[src/rtl/mux_scan_serializer_pkg.sv]
// Shared types and constants for the mux-sequenced bit serializer.
// State encoding, default geometry and the start-select helper.
package mux_scan_serializer_pkg;

   localparam int SER_WIDTH = 32;
   localparam int SER_SEL_W = 5;

   typedef enum logic [1:0] {
      IDLE   = 2'd0,
      SCAN   = 2'd1,
      PARITY = 2'd2
   } state_e;

   // First select of a word: bit 0 when LSB-first, top bit when MSB-first.
   function automatic int unsigned start_sel(input bit msb_first, input int sel_w);
      if (msb_first) return (32'd1 << sel_w) - 32'd1;
      return 32'd0;
   endfunction

endpackage

[src/rtl/mux_scan_serializer_if.sv]
// Parallel-in / serial-out bus of the serializer, with producer/consumer
// side (master) and serializer side (slave) modports.
interface mux_scan_serializer_if
   import mux_scan_serializer_pkg::*;
#(
   parameter int WIDTH = SER_WIDTH,
   parameter int SEL_W = SER_SEL_W
);

   // Both channels are valid/ready: a transfer happens on every rising clock
   // edge where valid and ready are both high; once valid is raised the
   // payload is held until that transfer, and ready may depend on valid.
   logic [WIDTH-1:0] in_data;
   logic [SEL_W-1:0] in_len;
   logic             in_valid;
   logic             in_ready;
   logic             out_bit;
   logic             out_valid;
   logic             out_ready;
   logic             out_last;

   modport slave (
      input  in_data, in_len, in_valid, out_ready,
      output in_ready, out_bit, out_valid, out_last
   );

   modport master (
      output in_data, in_len, in_valid, out_ready,
      input  in_ready, out_bit, out_valid, out_last
   );

endinterface

[src/rtl/mux_scan_serializer_mux.sv]
// Plain 2**SEL_W : 1 bit multiplexer; Y is I[S], purely combinational.
module mux_scan_serializer_mux
   import mux_scan_serializer_pkg::*;
#(
   parameter int SEL_W = SER_SEL_W
) (
   input  logic [SEL_W-1:0]      S,
   input  logic [(1<<SEL_W)-1:0] I,
   output logic                  Y
);

   assign Y = I[S];

endmodule

[src/rtl/mux_scan_serializer.sv]
// Serializes a parallel word through a bit mux, one bit per accepted beat.
// Optional build macro SERIAL_PARITY_EN appends an even-parity beat per word.
module mux_scan_serializer
   import mux_scan_serializer_pkg::*;
#(
   parameter int WIDTH     = SER_WIDTH,
   parameter int SEL_W     = SER_SEL_W,
   parameter bit MSB_FIRST = 1'b0
) (
   input  logic                   clk,
   input  logic                   rst_n,
   mux_scan_serializer_if.slave   bus,
   output logic [SEL_W-1:0]       sel,
   output logic                   busy,
   output state_e                 dbg_state
);

   localparam logic [SEL_W-1:0] SEL_START = SEL_W'(start_sel(MSB_FIRST, SEL_W));

   state_e           state;
   state_e           state_nxt;
   logic [WIDTH-1:0] data_reg;
   logic [SEL_W-1:0] len_reg;
   logic [SEL_W-1:0] cnt;
   logic             mux_bit;
   logic             data_last;
   logic             load;
   logic             beat;
   logic             in_ready_c;
   logic             out_valid_c;
   logic             out_last_c;
   logic             out_bit_c;
`ifdef SERIAL_PARITY_EN
   logic             par_acc;
`endif

   mux_scan_serializer_mux #(.SEL_W(SEL_W)) u_mux (
      .S (sel),
      .I (data_reg),
      .Y (mux_bit)
   );

   assign data_last = (cnt == len_reg);
   assign load      = bus.in_valid & in_ready_c;
   assign beat      = out_valid_c & bus.out_ready;

   // State register
   always_ff @(posedge clk or negedge rst_n) begin
      if (!rst_n) state <= IDLE;
      else        state <= state_nxt;
   end

   // Next-state logic; a word offered on the final beat reloads straight into SCAN
   always_comb begin
      state_nxt = state;
      unique case (state)
         IDLE: begin
            if (load) state_nxt = SCAN;
         end
         SCAN: begin
            if (beat && data_last) begin
`ifdef SERIAL_PARITY_EN
               state_nxt = PARITY;
`else
               state_nxt = load ? SCAN : IDLE;
`endif
            end
         end
`ifdef SERIAL_PARITY_EN
         PARITY: begin
            if (beat) state_nxt = load ? SCAN : IDLE;
         end
`endif
         default: state_nxt = IDLE;
      endcase
   end

   // Output logic
   always_comb begin
      in_ready_c  = 1'b0;
      out_valid_c = 1'b0;
      out_last_c  = 1'b0;
      out_bit_c   = mux_bit;
      unique case (state)
         IDLE: begin
            in_ready_c = rst_n;
         end
         SCAN: begin
            out_valid_c = 1'b1;
`ifndef SERIAL_PARITY_EN
            out_last_c  = data_last;
            in_ready_c  = data_last & bus.out_ready;
`endif
         end
`ifdef SERIAL_PARITY_EN
         PARITY: begin
            out_valid_c = 1'b1;
            out_last_c  = 1'b1;
            out_bit_c   = par_acc;
            in_ready_c  = bus.out_ready;
         end
`endif
         default: ;
      endcase
   end

   // Word capture and select stepping; a load always wins over beat advance
   always_ff @(posedge clk or negedge rst_n) begin
      if (!rst_n) begin
         data_reg <= '0;
         len_reg  <= '0;
         cnt      <= '0;
         sel      <= SEL_START;
`ifdef SERIAL_PARITY_EN
         par_acc  <= 1'b0;
`endif
      end else if (load) begin
         data_reg <= bus.in_data;
         len_reg  <= bus.in_len;
         cnt      <= '0;
         sel      <= SEL_START;
`ifdef SERIAL_PARITY_EN
         par_acc  <= 1'b0;
`endif
      end else if (state == SCAN && beat) begin
`ifdef SERIAL_PARITY_EN
         par_acc <= par_acc ^ mux_bit;
`endif
         if (!data_last) begin
            cnt <= cnt + SEL_W'(1);
            sel <= MSB_FIRST ? sel - SEL_W'(1) : sel + SEL_W'(1);
         end
      end
   end

   assign bus.in_ready  = in_ready_c;
   assign bus.out_valid = out_valid_c;
   assign bus.out_last  = out_last_c;
   assign bus.out_bit   = out_bit_c;
   assign busy          = (state != IDLE);
   assign dbg_state     = state;

endmodule

[src/flat_wrapper.sv]
// flat-port wrapper written by rule: the top's interface ports become plain ports
module mux_scan_serializer_flat import mux_scan_serializer_pkg::*;
#(
   parameter int WIDTH     = SER_WIDTH,
   parameter int SEL_W     = SER_SEL_W,
   parameter bit MSB_FIRST = 1'b0
)
  (clk, rst_n, sel, busy, dbg_state, bus_in_data, bus_in_len, bus_in_valid, bus_out_ready, bus_in_ready, bus_out_bit, bus_out_valid, bus_out_last);
  mux_scan_serializer_if #(.WIDTH(WIDTH), .SEL_W(SEL_W)) bus_i ();
  input  logic clk;
  input  logic rst_n;
  output logic [SEL_W-1:0] sel;
  output logic busy;
  output state_e dbg_state;
  input wire logic [$bits(bus_i.in_data)-1:0] bus_in_data;
  input wire logic [$bits(bus_i.in_len)-1:0] bus_in_len;
  input wire logic [$bits(bus_i.in_valid)-1:0] bus_in_valid;
  input wire logic [$bits(bus_i.out_ready)-1:0] bus_out_ready;
  output wire logic [$bits(bus_i.in_ready)-1:0] bus_in_ready;
  output wire logic [$bits(bus_i.out_bit)-1:0] bus_out_bit;
  output wire logic [$bits(bus_i.out_valid)-1:0] bus_out_valid;
  output wire logic [$bits(bus_i.out_last)-1:0] bus_out_last;
  assign bus_i.in_data = bus_in_data;
  assign bus_i.in_len = bus_in_len;
  assign bus_i.in_valid = bus_in_valid;
  assign bus_i.out_ready = bus_out_ready;
  assign bus_in_ready = bus_i.in_ready;
  assign bus_out_bit = bus_i.out_bit;
  assign bus_out_valid = bus_i.out_valid;
  assign bus_out_last = bus_i.out_last;
  mux_scan_serializer #(.WIDTH(WIDTH), .SEL_W(SEL_W), .MSB_FIRST(MSB_FIRST)) u_core (.clk(clk), .rst_n(rst_n), .bus(bus_i), .sel(sel), .busy(busy), .dbg_state(dbg_state));
endmodule
[config.mk]
export PLATFORM = sky130hd
export DESIGN_NAME = mux_scan_serializer_flat
export DESIGN_NICKNAME = d
export VERILOG_FILES = /design/src/rtl/mux_scan_serializer_pkg.sv /design/src/rtl/mux_scan_serializer_if.sv /design/src/rtl/mux_scan_serializer_mux.sv /design/src/rtl/mux_scan_serializer.sv /design/src/flat_wrapper.sv
export SDC_FILE = /design/constraint.sdc
export NUM_CORES = 1
export LEC_CHECK = 0
export CAP_MARGIN = 20
export CORE_UTILIZATION = 46
export CTS_CLUSTER_SIZE = 8
export DETAILED_ROUTE_END_ITERATION = 16
export PLACE_DENSITY_LB_ADDON = 0.08
export RECOVER_POWER = 25
export REMOVE_ABC_BUFFERS = 1
export SYNTH_ARGS = -nofsm -noshare
export SYNTH_HDL_FRONTEND = slang
export SYNTH_SLANG_ARGS = --single-unit
[constraint.sdc]
create_clock -name clk -period 1.94 [get_ports clk]
set_input_delay 0.485 -clock clk [delete_from_list [all_inputs] [get_ports clk]]
set_output_delay 0.485 -clock clk [all_outputs]
set_load 0.03 [all_outputs]
### After elaboration in Yosys (flattened, before gate mapping)

Index checks and enable logic that the tools add are counted.

| storage, ports and cells | value |
|---|---|
| register bits after elaboration | 49 |
| bits of input ports | 41 |
| output and inout port bits | 12 |
| word-level logic and storage cells | 38 |

| operators by class | value |
|---|---|
| $add $sub $neg | 2 |
| magnitude comparators | 1 |
| eq/ne operators | 5 |
| muxes and demuxes | 15 |
| bitwise gates (word level) | 3 |
| reduce and logical (&&, ||, !) cells | 7 |

Operators with widths:

| operator | number |
|---|---|
| 2-to-1 mux 5 bit | 6 |
| adder 5 x 1 -> 5 bit, second input constant | 2 |
| less-than comparator 5 x 6 -> 1 bit, second input constant | 1 |
| binary-select mux 1 bit (select 5 bit) | 1 |
| == test 5 bit | 1 |
| 2-to-1 mux 1 bit | 4 |
| 2-to-1 mux 2 bit | 2 |
| != test 2 x 1 -> 1 bit, second input constant | 2 |
| one-hot mux 2 bit (2 select lines) | 1 |
| AND reduction 2 bit | 2 |
| nonzero test 2 bit | 2 |
| bitwise AND 1 bit | 3 |
| == test 2 x 1 -> 1 bit, second input constant | 1 |
| logical AND 1 bit | 2 |
| logical NOT 2 bit | 1 |
| != test 2 bit, second input constant | 1 |
| one-hot mux 1 bit (2 select lines) | 1 |

### Depth between registers and ports, before layout

| depth | value |
|---|---|
| word-level depth | 7 |
| depth in mapped cells | 8 |
| mapped depth without buffers | 5 |

### Hierarchy

A second synthesis with hierarchy kept.

| second synthesis, totals | value |
|---|---|
| cells, all modules | 219 |
| area, all modules | 2,508.7 um2 |

Modules (own cells, without submodules):

| module | instances | cells an instance | area an instance (um2) | sequential area each (um2) |
|---|---|---|---|---|
| mux_scan_serializer | 1 | 178 | 2,183.3 | 1,201.2 |
| mux_scan_serializer_mux | 1 | 41 | 325.3 | 0.0 |

### Least setup slack after synthesis

Ideal clock, no wire load.

| timing | value |
|---|---|
| path kind | flip-flop to output port |
| from | register u_core.sel[0] |
| to | output bus_out_bit |
| data arrival time | 1.730 ns |
| required time | 1.455 ns |
| path slack | -0.275 ns |
| stages on the path, launching flop included | 7 |
| buffers on the path | 1 |
| path through | dfrtp_1 clkbuf_1 mux2i_1 nand2_1 nand3_1 o21ai_0 a311o_1 |

| between the ends | value |
|---|---|
| cells in the longest elaborated chain, start to end | 2 |

Ends and longest elaborated chain:

| element | line | RTL |
|---|---|---|
| start, declared | mux_scan_serializer.sv:13 | `output logic [SEL_W-1:0] sel,` |
| start signal, assigned | mux_scan_serializer.sv:131 | `sel <= MSB_FIRST ? sel - SEL_W'(1) : sel + SEL_W'(1);` |
| binary-select mux 1 bit (select 5 bit) | mux_scan_serializer_mux.sv:12 | `assign Y = I[S];` |
| 2-to-1 mux 1 bit (implied by the code) | mux_scan_serializer_mux.sv:12 |  |
| end, declared | flat_wrapper.sv:20 | `output wire logic [$bits(bus_i.out_bit)-1:0] bus_out_bit;` |

Every way passes these cells. The select of a mux whose other input is x is not followed.

### Final worst setup path

Same ends and word-level chain as after synthesis.

==> flow_summary_export.csv <==
group,metric,value,unit
run_status,status,"complete, but fails checks",
run_status,failing_checks,"negative setup slack",
clock_tree,tritoncts.num_buffers,5,
detailed_routing,final_antenna_net_count,0,
final_layout,multi_input_gate_area,1250,µm²
detailed_routing,detail_route.first_pass.iterations,4,
global_routing,grt_overflow_total,0,
final_layout,post_route_cells_drive_above_1_share,35.5,%
synth,synth_mux_area_share,28.6,%
critical_path,critical_path.reg2reg.endpoint,"u_core.data_reg[8]",
synth,synth-simple-area-share,7.09,%
flow_run,timing.max_cap.violations,0,
timing,worst_pin_slew,1210,ps
synth,synth-seq-cells,48,
synth,synth_top_family_by_area,"multiplexers",
die,placementRows,26,
clock_tree,maximum_root_to_sink_buffer_count,2,
final_layout,num_antenna_cells,0,
hold_path,min-delay-path-class,"register to register",
place,detailedPlacementHpwl,3790,µm
detailed_routing,via_count,1805,
synth,netlist_area,2510,µm²
final_layout,final-instance-count-excl-fill,352,
synth,synth-compound-area-share,6.59,%
die,fp.coreArea,5170,µm²
critical_path,path_class,"register to output port",
die,boundaryPins,53,
power_and_ir_drop,power_per_cell_area,1730,nW/µm²
detailed_routing,post_drt_via_cell_ratio,5.13,
global_routing,antenna_found_initial,0,
place,placedInstanceArea,3180,µm²
die,initial_utilization,48.5,%
critical_path,worstReg2RegStart,"u_core.cnt[1]",
die,dieHeight,75.8,µm
hold_path,worstHoldPathCells,1,
power_and_ir_drop,ir_worst_vdd,0.959,mV
global_routing,grt_start_max_net_pins,51,
detailed_routing,detail_route.wl_per_cell,15.6,µm
timing,post-route-period-util,119,%
power_and_ir_drop,static-leakage-power,1.62,nW
place,place.detailed.instances,324,
critical_path,setup.worst_path.start_class,"register",
hold_path,worstHoldEndpoint,"u_core.data_reg[8]",
clock_tree,clock_tree_from_tritoncts,"built",
synth,yosys_warnings,0,
final_layout,most_frequent_cells_in_the_layout,"48 x dfrtp_1, 38 x clkdlybuf4s50_1, 33 x buf_4",
timing,fmax,432,MHz
synth,netlist_instances,196,
timing,setup_violations,3,
timing,hold_viol,0,
global_routing,globalRouteTotalUtil,20.2,%
critical_path,required,1450,ps
clock_tree,numClockSinks,48,
timing,rsz0062_at_grt,"yes",
synth,synth-seq-area-share,47.9,%
timing,worst_slew_margin_rel,19.4,%
hold_path,hp-start,"u_core.data_reg[8]",
final_layout,mostFrequentLayoutCell,"dfrtp_1",
clock_tree,clk_root_buffer_cell,"clkbuf_8",
critical_path,slack_of_the_worst_reg_to_reg_path,70,ps
detailed_routing,drt_drc_violations_left,0,
synth,synth_area_per_cell,12.8,µm²
place,place.gp.congestion,0.788,
final_layout,register_area,1200,µm²
global_routing,grt_pass1_vias,1841,
clock_tree,clkLatencyLatePin,300,ps
place,place.port_buffers,51,
critical_path,worst_r2r_path_depth,6,
clock_tree,htree_num_levels,2,
clock_tree,clk_pin_slew,90,ps
final_layout,number_of_flip_flops_under_the_largest_register_name,32,
timing,clock_skew,6.16,ps
synth,synth_cell_types,30,
timing,min_period,2320,ps
timing,timing_max_transition_violations_final,0,
final_layout,layout.filler_cells,378,
critical_path,critical_path.max_fanout,8,
final_layout,fin_area,3520,µm²
detailed_routing,route.final.wire_length,5510,µm
final_layout,nets,324,
critical_path,worstPathArrival,1830,ps
final_layout,synthToLayoutAreaGrowth,40.6,%
global_routing,grt_pass1_wl,8380,µm
timing,setup_slack,-377,ps
die,full_die_area,5750,µm²
synth,synth_fa_ha_area_share,0.998,%
critical_path,endpoint_kind,"output port",
die,die-width,75.8,µm
synth,synth_xor_xnor_area_share,3.84,%
detailed_routing,first_iter_violations,62,
-- worst max-delay path, cell delays in order, from the launching register on --
cell,delay [ps]
dfrtp_1,380
buf_6,170
mux2i_2,230
a311oi_1,110
nand3_1,80
o21ai_1,70
a311o_1,330
buf_6,140
-- layer usage --
layer	wire, µm	track usage, %
met2	2780	36.2
met4	59	8.64
met5	0	0
met3	216	4.10
met1	2450	23.3
-- logic make-up (layout without fill, tap and decap cells) --
kind of cell / after synthesis / after routing
buffers and inverters: 17 / 103
DFF: 48 / 48
AOI/OAI and AO/OA: 24 / 24
xor gates and xnor gates: 11 / 11
other: 1 / 1
adders and majority gates: 2 / 2
muxes: 55 / 55
and+or+nand+nor: 38 / 38
-- through the flow --
step	setup TNS, ps	total power, W	util (%)	hold slack (ps)	setup slack, ps
after CTS	-457	0.00597	67.4	339	-392
after global routing	-934	0.00646	68.1	531	-457
final	-449	0.00610	68.1	507	-377
after global placement	-5460	0.00460	61.5	469	-158
after detailed placement	-7220	0.00468	61.5	479	-227
after floorplan	-26670	0.00364	-	189	-645
-- layout make-up --
cell class	instances	share of cell area, %
clock buffer	5	1.95
sequential	48	34.1
clock inverter	3	1.21
tap	70	2.48
multi-input combinational	131	35.4
inverter	2	0.213
timing repair buffer	93	24.6
-- cell usage after synthesis (all sizes together) --
| cell | count | area (µm²) |
|---|---|---|
| nand3 | 10 | 50.1 |
| nand4 | 2 | 12.5 |
| conb | 1 | 3.75 |
| and3 | 1 | 6.26 |
| nor2b | 2 | 12.5 |
| buf | 10 | 95.1 |
| a211o | 1 | 8.76 |
| a32o | 1 | 11.3 |
| nand2 | 9 | 33.8 |
| inv | 2 | 7.51 |
| a311o | 1 | 10.0 |
| and2 | 3 | 21.3 |
| a22oi | 3 | 22.5 |
| clkbuf | 5 | 18.8 |
| a211oi | 4 | 30.0 |
| o21ai | 3 | 15.0 |
| xor2 | 3 | 26.3 |
| mux2 | 37 | 537 |
| ha | 2 | 25.0 |
| mux2i | 18 | 180 |
| dfrtp | 48 | 1200 |
| xnor2 | 8 | 70.1 |
| a21oi | 7 | 35.0 |
| o211ai | 2 | 15.0 |
| a311oi | 2 | 17.5 |
| nor2 | 11 | 41.3 |
-- worst max-delay path by stage --
stage               cells after the start            endpoint                start  slack, ps
finish                                  7         bus_out_bit        u_core.sel[0]       -380
floorplan                               4  u_core.data_reg[6]  u_core.dbg_state[0]       -640
global placement                        6  u_core.data_reg[8]        bus_out_ready       -160
CTS                                     7         bus_out_bit        u_core.sel[0]       -390
global route                            7         bus_out_bit        u_core.sel[0]       -460
detailed placement                      6  u_core.data_reg[9]        bus_out_ready       -230
-- where the power goes --
group	switching, W	total, W	internal (W)
logic	0.00145	0.00350	0.00205
clock network	0.000342	0.000724	0.000382
registers	0.000384	0.00188	0.00149
-- repair_timing --
action,4_1_cts,5_1_grt
setup endpoints to repair,10,8
hold buffers,0,0
resized for setup,27,5
cloned,0,0
pin swaps,13,9
setup buffers,18,4
(Power assumes the default switching activity.)
